File: config.mk
export PLATFORM = sky130hd
export DESIGN_NAME = opendap_mem_ap
export DESIGN_NICKNAME = d
export VERILOG_FILES = /design/src/rtl/opendap_pkg.sv /design/src/rtl/opendap_mem_ap.sv
export SDC_FILE = /design/constraint.sdc
export NUM_CORES = 1
export LEC_CHECK = 0
export ABC_AREA = 1
export CAP_MARGIN = 20
export CORE_ASPECT_RATIO = 0.9
export CORE_MARGIN = 2
export CORE_UTILIZATION = 45
export CTS_BUF_LIST = sky130_fd_sc_hd__clkbuf_8
export DETAILED_ROUTE_END_ITERATION = 8
export GPL_TIMING_DRIVEN = 0
export PLACE_DENSITY = 0.81
export SLEW_MARGIN = 20
export SYNTH_ARGS = -nofsm -noshare
export SYNTH_HDL_FRONTEND = slang
export SYNTH_SLANG_ARGS = --single-unit
File: constraint.sdc
create_clock -name swclk -period 1.85 [get_ports swclk]
set_input_delay 0.2775 -clock swclk [delete_from_list [all_inputs] [get_ports swclk]]
set_output_delay 0.2775 -clock swclk [all_outputs]
set_load 0.05 [all_outputs]
File: src/rtl/opendap_pkg.sv
// Shared DAP definitions: AP register byte offsets, CSW field positions and
// downstream bus transfer-size encodings.
package opendap_pkg;

    localparam logic [7:0] AP_CSW  = 8'h00;
    localparam logic [7:0] AP_TAR  = 8'h04;
    localparam logic [7:0] AP_DRW  = 8'h0C;
    localparam logic [7:0] AP_BD0  = 8'h10;
    localparam logic [7:0] AP_BD1  = 8'h14;
    localparam logic [7:0] AP_BD2  = 8'h18;
    localparam logic [7:0] AP_BD3  = 8'h1C;
    localparam logic [7:0] AP_BASE = 8'hF8;
    localparam logic [7:0] AP_IDR  = 8'hFC;

    localparam int CSW_SIZE_LSB     = 0;
    localparam int CSW_SIZE_MSB     = 2;
    localparam int CSW_ADDRINC_LSB  = 4;
    localparam int CSW_ADDRINC_MSB  = 5;
    localparam int CSW_DEVEN_BIT    = 6;
    localparam int CSW_TRINPROG_BIT = 7;

    localparam logic [1:0] ADDRINC_OFF    = 2'b00;
    localparam logic [1:0] ADDRINC_SINGLE = 2'b01;

    typedef enum logic [1:0] {
        BUS_SIZE_BYTE = 2'd0,
        BUS_SIZE_HALF = 2'd1,
        BUS_SIZE_WORD = 2'd2
    } bus_size_e;

    // Sizes wider than a word are not supported; clamp to word.
    function automatic bus_size_e csw_size_legal(input logic [2:0] size);
        if (size > 3'd2) begin
            return BUS_SIZE_WORD;
        end
        return bus_size_e'(size[1:0]);
    endfunction

    // Packed increment modes are not supported; treat them as no increment.
    function automatic logic [1:0] csw_addrinc_legal(input logic [1:0] inc);
        return (inc == ADDRINC_SINGLE) ? ADDRINC_SINGLE : ADDRINC_OFF;
    endfunction

endpackage

File: src/rtl/opendap_mem_ap.sv
// Memory access port: CSW/TAR/DRW register file fronting a single-request memory bus.
// Define OPENDAP_MEM_AP_BD_EN to enable the banked data registers BD0-BD3.
module opendap_mem_ap
    import opendap_pkg::*;
#(
    parameter logic [7:0]  APSEL = 8'd0,
    parameter logic [31:0] IDR   = 32'h0477_0001,
    parameter logic [31:0] BASE  = 32'h0000_0003
) (
    input  logic        swclk,
    input  logic        rst_n,

    input  logic [7:0]  ap_sel,
    input  logic [5:0]  ap_addr,
    input  logic [31:0] ap_wdata,
    input  logic        ap_wen,
    input  logic        ap_ren,
    input  logic        ap_abort,
    output logic [31:0] ap_rdata,
    output logic        ap_rdy,
    output logic        ap_err,

    output logic [31:0] bus_addr,
    output logic [1:0]  bus_size,
    output logic        bus_write,
    output logic [31:0] bus_wdata,
    output logic        bus_valid,
    input  logic        bus_ready,
    input  logic [31:0] bus_rdata,
    input  logic        bus_err
);

    // state  | meaning
    // S_IDLE | registers accessible, ap_rdy=1
    // S_BUS  | DRW/BD request outstanding on the bus, ap_rdy=0
    typedef enum logic {S_IDLE, S_BUS} state_e;

    state_e      state_q, state_d;
    bus_size_e   size_q, size_d;
    logic [1:0]  addrinc_q, addrinc_d;
    logic [31:0] tar_q, tar_d;
    logic [31:0] ap_rdata_q, ap_rdata_d;
    logic        ap_err_q, ap_err_d;
    logic        acc_bd_q, acc_bd_d;
    logic [31:0] bus_addr_q, bus_addr_d;
    bus_size_e   bus_size_q, bus_size_d;
    logic        bus_write_q, bus_write_d;
    logic [31:0] bus_wdata_q, bus_wdata_d;
    logic        bus_valid_q, bus_valid_d;

    logic        sel;
    logic [7:0]  byte_addr;
    logic        is_drw;
    logic        is_bd;
    logic [31:0] csw_rdata;
    logic [31:0] reg_rdata;
    logic [9:0]  tar_step;
    logic        bus_done;

    assign sel       = (ap_sel == APSEL);
    assign byte_addr = {ap_addr, 2'b00};
    assign is_drw    = (byte_addr == AP_DRW);

`ifdef OPENDAP_MEM_AP_BD_EN
    assign is_bd = (byte_addr == AP_BD0) || (byte_addr == AP_BD1) ||
                   (byte_addr == AP_BD2) || (byte_addr == AP_BD3);
`else
    assign is_bd = 1'b0;
`endif

    assign tar_step = 10'd1 << size_q;
    assign bus_done = (state_q == S_BUS) && !ap_abort && bus_ready;

    always_comb begin
        csw_rdata = '0;
        csw_rdata[CSW_SIZE_MSB:CSW_SIZE_LSB]       = {1'b0, size_q};
        csw_rdata[CSW_ADDRINC_MSB:CSW_ADDRINC_LSB] = addrinc_q;
        csw_rdata[CSW_DEVEN_BIT]                   = 1'b1;
        csw_rdata[CSW_TRINPROG_BIT]                = (state_q == S_BUS);
    end

    // Register read mux; unlisted offsets (including BD when disabled) are RAZ.
    always_comb begin
        reg_rdata = '0;
        case (byte_addr)
            AP_CSW:  reg_rdata = csw_rdata;
            AP_TAR:  reg_rdata = tar_q;
            AP_BASE: reg_rdata = BASE;
            AP_IDR:  reg_rdata = IDR;
            default: reg_rdata = '0;
        endcase
    end

    always_comb begin
        state_d     = state_q;
        size_d      = size_q;
        addrinc_d   = addrinc_q;
        tar_d       = tar_q;
        ap_rdata_d  = ap_rdata_q;
        ap_err_d    = 1'b0;
        acc_bd_d    = acc_bd_q;
        bus_addr_d  = bus_addr_q;
        bus_size_d  = bus_size_q;
        bus_write_d = bus_write_q;
        bus_wdata_d = bus_wdata_q;
        bus_valid_d = bus_valid_q;

        case (state_q)
            S_IDLE: begin
                if (ap_wen || ap_ren) begin
                    if (!sel) begin
                        if (ap_ren) begin
                            ap_rdata_d = '0;
                        end
                    end else if (is_drw || is_bd) begin
                        state_d     = S_BUS;
                        bus_valid_d = 1'b1;
                        bus_write_d = ap_wen;
                        acc_bd_d    = is_bd;
                        if (ap_wen) begin
                            bus_wdata_d = ap_wdata;
                        end
                        if (is_bd) begin
                            bus_addr_d = {tar_q[31:4], ap_addr[1:0], 2'b00};
                            bus_size_d = BUS_SIZE_WORD;
                        end else begin
                            bus_addr_d = tar_q;
                            bus_size_d = size_q;
                        end
                    end else if (ap_wen) begin
                        case (byte_addr)
                            AP_CSW: begin
                                size_d    = csw_size_legal(ap_wdata[CSW_SIZE_MSB:CSW_SIZE_LSB]);
                                addrinc_d = csw_addrinc_legal(ap_wdata[CSW_ADDRINC_MSB:CSW_ADDRINC_LSB]);
                            end
                            AP_TAR:  tar_d = ap_wdata;
                            default: ;
                        endcase
                    end else begin
                        ap_rdata_d = reg_rdata;
                    end
                end
            end

            S_BUS: begin
                // Abort wins over a same-cycle completion.
                if (ap_abort) begin
                    state_d     = S_IDLE;
                    bus_valid_d = 1'b0;
                end else if (bus_done) begin
                    state_d     = S_IDLE;
                    bus_valid_d = 1'b0;
                    ap_err_d    = bus_err;
                    if (!bus_write_q) begin
                        ap_rdata_d = bus_rdata;
                    end
                    if (!bus_err && !acc_bd_q && (addrinc_q == ADDRINC_SINGLE)) begin
                        tar_d = {tar_q[31:10], tar_q[9:0] + tar_step};
                    end
                end
            end

            default: state_d = S_IDLE;
        endcase
    end

    always_ff @(posedge swclk or negedge rst_n) begin
        if (!rst_n) begin
            state_q     <= S_IDLE;
            size_q      <= BUS_SIZE_WORD;
            addrinc_q   <= ADDRINC_OFF;
            tar_q       <= '0;
            ap_rdata_q  <= '0;
            ap_err_q    <= 1'b0;
            acc_bd_q    <= 1'b0;
            bus_addr_q  <= '0;
            bus_size_q  <= BUS_SIZE_WORD;
            bus_write_q <= 1'b0;
            bus_wdata_q <= '0;
            bus_valid_q <= 1'b0;
        end else begin
            state_q     <= state_d;
            size_q      <= size_d;
            addrinc_q   <= addrinc_d;
            tar_q       <= tar_d;
            ap_rdata_q  <= ap_rdata_d;
            ap_err_q    <= ap_err_d;
            acc_bd_q    <= acc_bd_d;
            bus_addr_q  <= bus_addr_d;
            bus_size_q  <= bus_size_d;
            bus_write_q <= bus_write_d;
            bus_wdata_q <= bus_wdata_d;
            bus_valid_q <= bus_valid_d;
        end
    end

    assign ap_rdata  = ap_rdata_q;
    assign ap_rdy    = (state_q == S_IDLE);
    assign ap_err    = ap_err_q;
    assign bus_addr  = bus_addr_q;
    assign bus_size  = bus_size_q;
    assign bus_write = bus_write_q;
    assign bus_wdata = bus_wdata_q;
    assign bus_valid = bus_valid_q;

endmodule
==> qor.yml <==
outcome: "complete, but fails checks"
violations: "setup timing"
dpl.cell_count: 1171
yosys_warnings: 0
start_util: 0.459
ir_drop_uv: 417
timing.max_slew.rel_slack: 0.615
p_per_area_nw_per_um2: 659
io_pins: 187
ant_nets: 0
post_drt_wl_per_cell_um: 16.2
maxCapViolations: 0
grt_overflow: 0
vias: 6114
cts_tree: "built"
rows: 41
maxSlewViolCount: 0
diodes: 0
grt_pass1_vias: 5803
worst_slack_ns: -0.0490
hold_viol: 0
cp_max_fo: 5
grt_first_pass_wirelength_um: 30600
fin_crit_sh: 1.03
areaGrowthSynthToFinish_pct: 39.4
worstPathRequired_ns: 2.25
numCtsBuffers: 17
layout_commonest_cell: "nand2_1"
core_area_um2: 14000
synth_seq_cells: 137
die_h_um: 117
synth-edff-count: 0
final_core_util: 0.640
dieArea_um2: 15300
n_fill_cell: 1207
clockRootBuffer: "clkbuf_8"
clk_pin_slew_ns: 0.08
dieWidth_um: 130
synth_nets: 881
routed_wirelength_um: 19500
drt_iter0_markers: 594
path_class: "reg2reg"
grt_max_degree: 91
stdcell_count: 1209
leakage_uw: 0.00474
io_buffer_count: 186
synth-seq-area-share: 0.534
clock.fmax_mhz: 527
yosys.cell_types.count: 33
worst_setup_path_end_kind: "flop"
post-dp-hpwl_um: 14400
drcViolationCount: 0
antenna_found_initial: 0
fin_crit_ns: 1.90
worstSkewPairLatency_ns: 0.47
setup.worst_path.start_class: "flop"
synthArstFlopShare: 1.00
cts_max_level: 4
fin_skew_ns: 0.00758
netlist_instances: 791
track_usage: 0.261
clock-sinks: 137
postSynthAreaPerCell_um2: 8.12
min_path_type: "in2async"
synth-main-ff-cell: "dfrtp_1"
crit_arrival_ns: 2.30
drive_gt1_frac: 0.105
synth_area_um2: 6420
layout_common_cells: "nand2_1, o21ai_0, dfrtp_1"
cts.path.max_buffers: 2
rsz0062_at_grt: "yes"
finalSetupViolations: 3
place.gp.congestion: 0.962
vias_per_cell: 5.06
fin_nets: 1093
first_pass_iters: 6
tightest_slew_ns: 0.578
routing by layer:
metal	track usage	vias to the layer above	part of all wire
met3	0.0566	30	0.073
met1	0.378	2886	0.45
li1	-	2940	-
met2	0.386	258	0.45
met5	0	-	0
met4	0.0961	0	0.021
layout make-up:
type,instances,area (um2),share of cell area
Inverter,85,324,0.0362
Buffer,34,193,0.0215
Multi-Input combinational cell,535,2580,0.288
Clock inverter,13,119,0.0133
Tap cell,193,241,0.0270
Timing Repair Buffer,193,1810,0.202
Clock buffer,19,262,0.0292
Sequential cell,137,3430,0.383
critical path: stages, from the launching register on:
cell and delay [ns]:
dfstp_2 0.42, nor2_2 0.12, ha_2 0.19, inv_2 0.04
fa_2 0.38, inv_2 0.08, nand3_2 0.10, nand2_4 0.10
nand2_1 0.06, nand2_1 0.08, nand3_2 0.06, nand2_1 0.08
nand2_1 0.04, o21ai_1 0.08
synth_stat cells (3+ instances only):
| master | number | area, um2 |
|---|---|---|
| nand2_1 | 280 | 1050 |
| o21ai_0 | 151 | 756 |
| dfrtp_1 | 135 | 3380 |
| inv_1 | 82 | 308 |
| nand3_1 | 34 | 170 |
| nor2_1 | 22 | 82.6 |
| clkbuf_1 | 18 | 67.6 |
| buf_2 | 6 | 30.0 |
| buf_6 | 6 | 67.6 |
| nand4_1 | 5 | 31.3 |
| o21ai_2 | 5 | 43.8 |
| a21oi_1 | 4 | 20.0 |
| ha_1 | 4 | 50.1 |
| o21ai_1 | 4 | 20.0 |
| clkbuf_2 | 3 | 15.0 |
| inv_2 | 3 | 11.3 |
| nand3_2 | 3 | 30.0 |
| nor2_2 | 3 | 18.8 |
| nor2_4 | 3 | 33.8 |
logic make-up after synthesis:
family	Yosys count	synth area share
xor gates and xnor gates	1	0.00136
and+or+nand+nor	362	0.239
DFF	137	0.534
buffers and inverters	119	0.0789
adders and majority gates	5	0.0109
AOI/OAI and AO/OA	167	0.136
flip-flops by register name, summed over array words and instances (netlist names):
register   flops
addrinc_q      1
ap_err         1
ap_rdata      32
bus_addr      32
bus_size       2
bus_valid      1
bus_wdata     32
bus_write      1
size_q         2
state_q        1
tar_q         32
worst paths after layout:
check	start	end	slack (ns)	depth (start not counted)
min in group swclk	ap_wdata[20]	tar_q[20]$_DFFE_PN0P_	0.38	3
setup reg to reg	size_q[1]$_DFFE_PN1P_	tar_q[8]$_DFFE_PN0P_	-0.05	13
max in group asynchronous	rst_n	size_q[1]$_DFFE_PN1P_	0.81	3
hold reg to reg	bus_addr[5]$_DFFE_PN0P_	bus_addr[5]$_DFFE_PN0P_	0.48	2
hold / removal	rst_n	bus_wdata[3]$_DFFE_PN0P_	0.28	2
setup / recovery	size_q[1]$_DFFE_PN1P_	tar_q[8]$_DFFE_PN0P_	-0.05	13
power breakdown:
part | switching [uW] | internal (uW)
Clock | 1260 | 1140
Combinational | 255 | 229
Sequential | 14.9 | 3000
metrics by stage:
| step | setup slack, ns | instance area [um2] | power (uW) | TNS, ns | hold slack, ns |
|---|---|---|---|---|---|
| after global placement | -4.89 | 8530 | 3530 | -698.67 | 0.454 |
| final | -0.0490 | 8960 | 5900 | -0.123 | 0.283 |
| after detailed placement | -0.377 | 8560 | 3540 | -36.70 | 0.202 |
| after floorplan | 0.0172 | 6420 | 3230 | 0 | -0.0181 |
| after global routing | -0.209 | 8960 | 6090 | -0.750 | 0.314 |
| after CTS | -0.0187 | 8890 | 5900 | -0.0314 | 0.287 |
timing repair:
| action | in CTS | in global routing |
|---|---|---|
| setup endpoints to repair | 109 | 47 |
| hold buffers | 1 | 0 |
| gates resized for setup | 122 | 25 |
| pin swaps | 3 | 9 |
| endpoints found under the hold margin | 47 | 0 |
| buffers inserted | 3 | 2 |
Power figures use the tool's default switching activity.
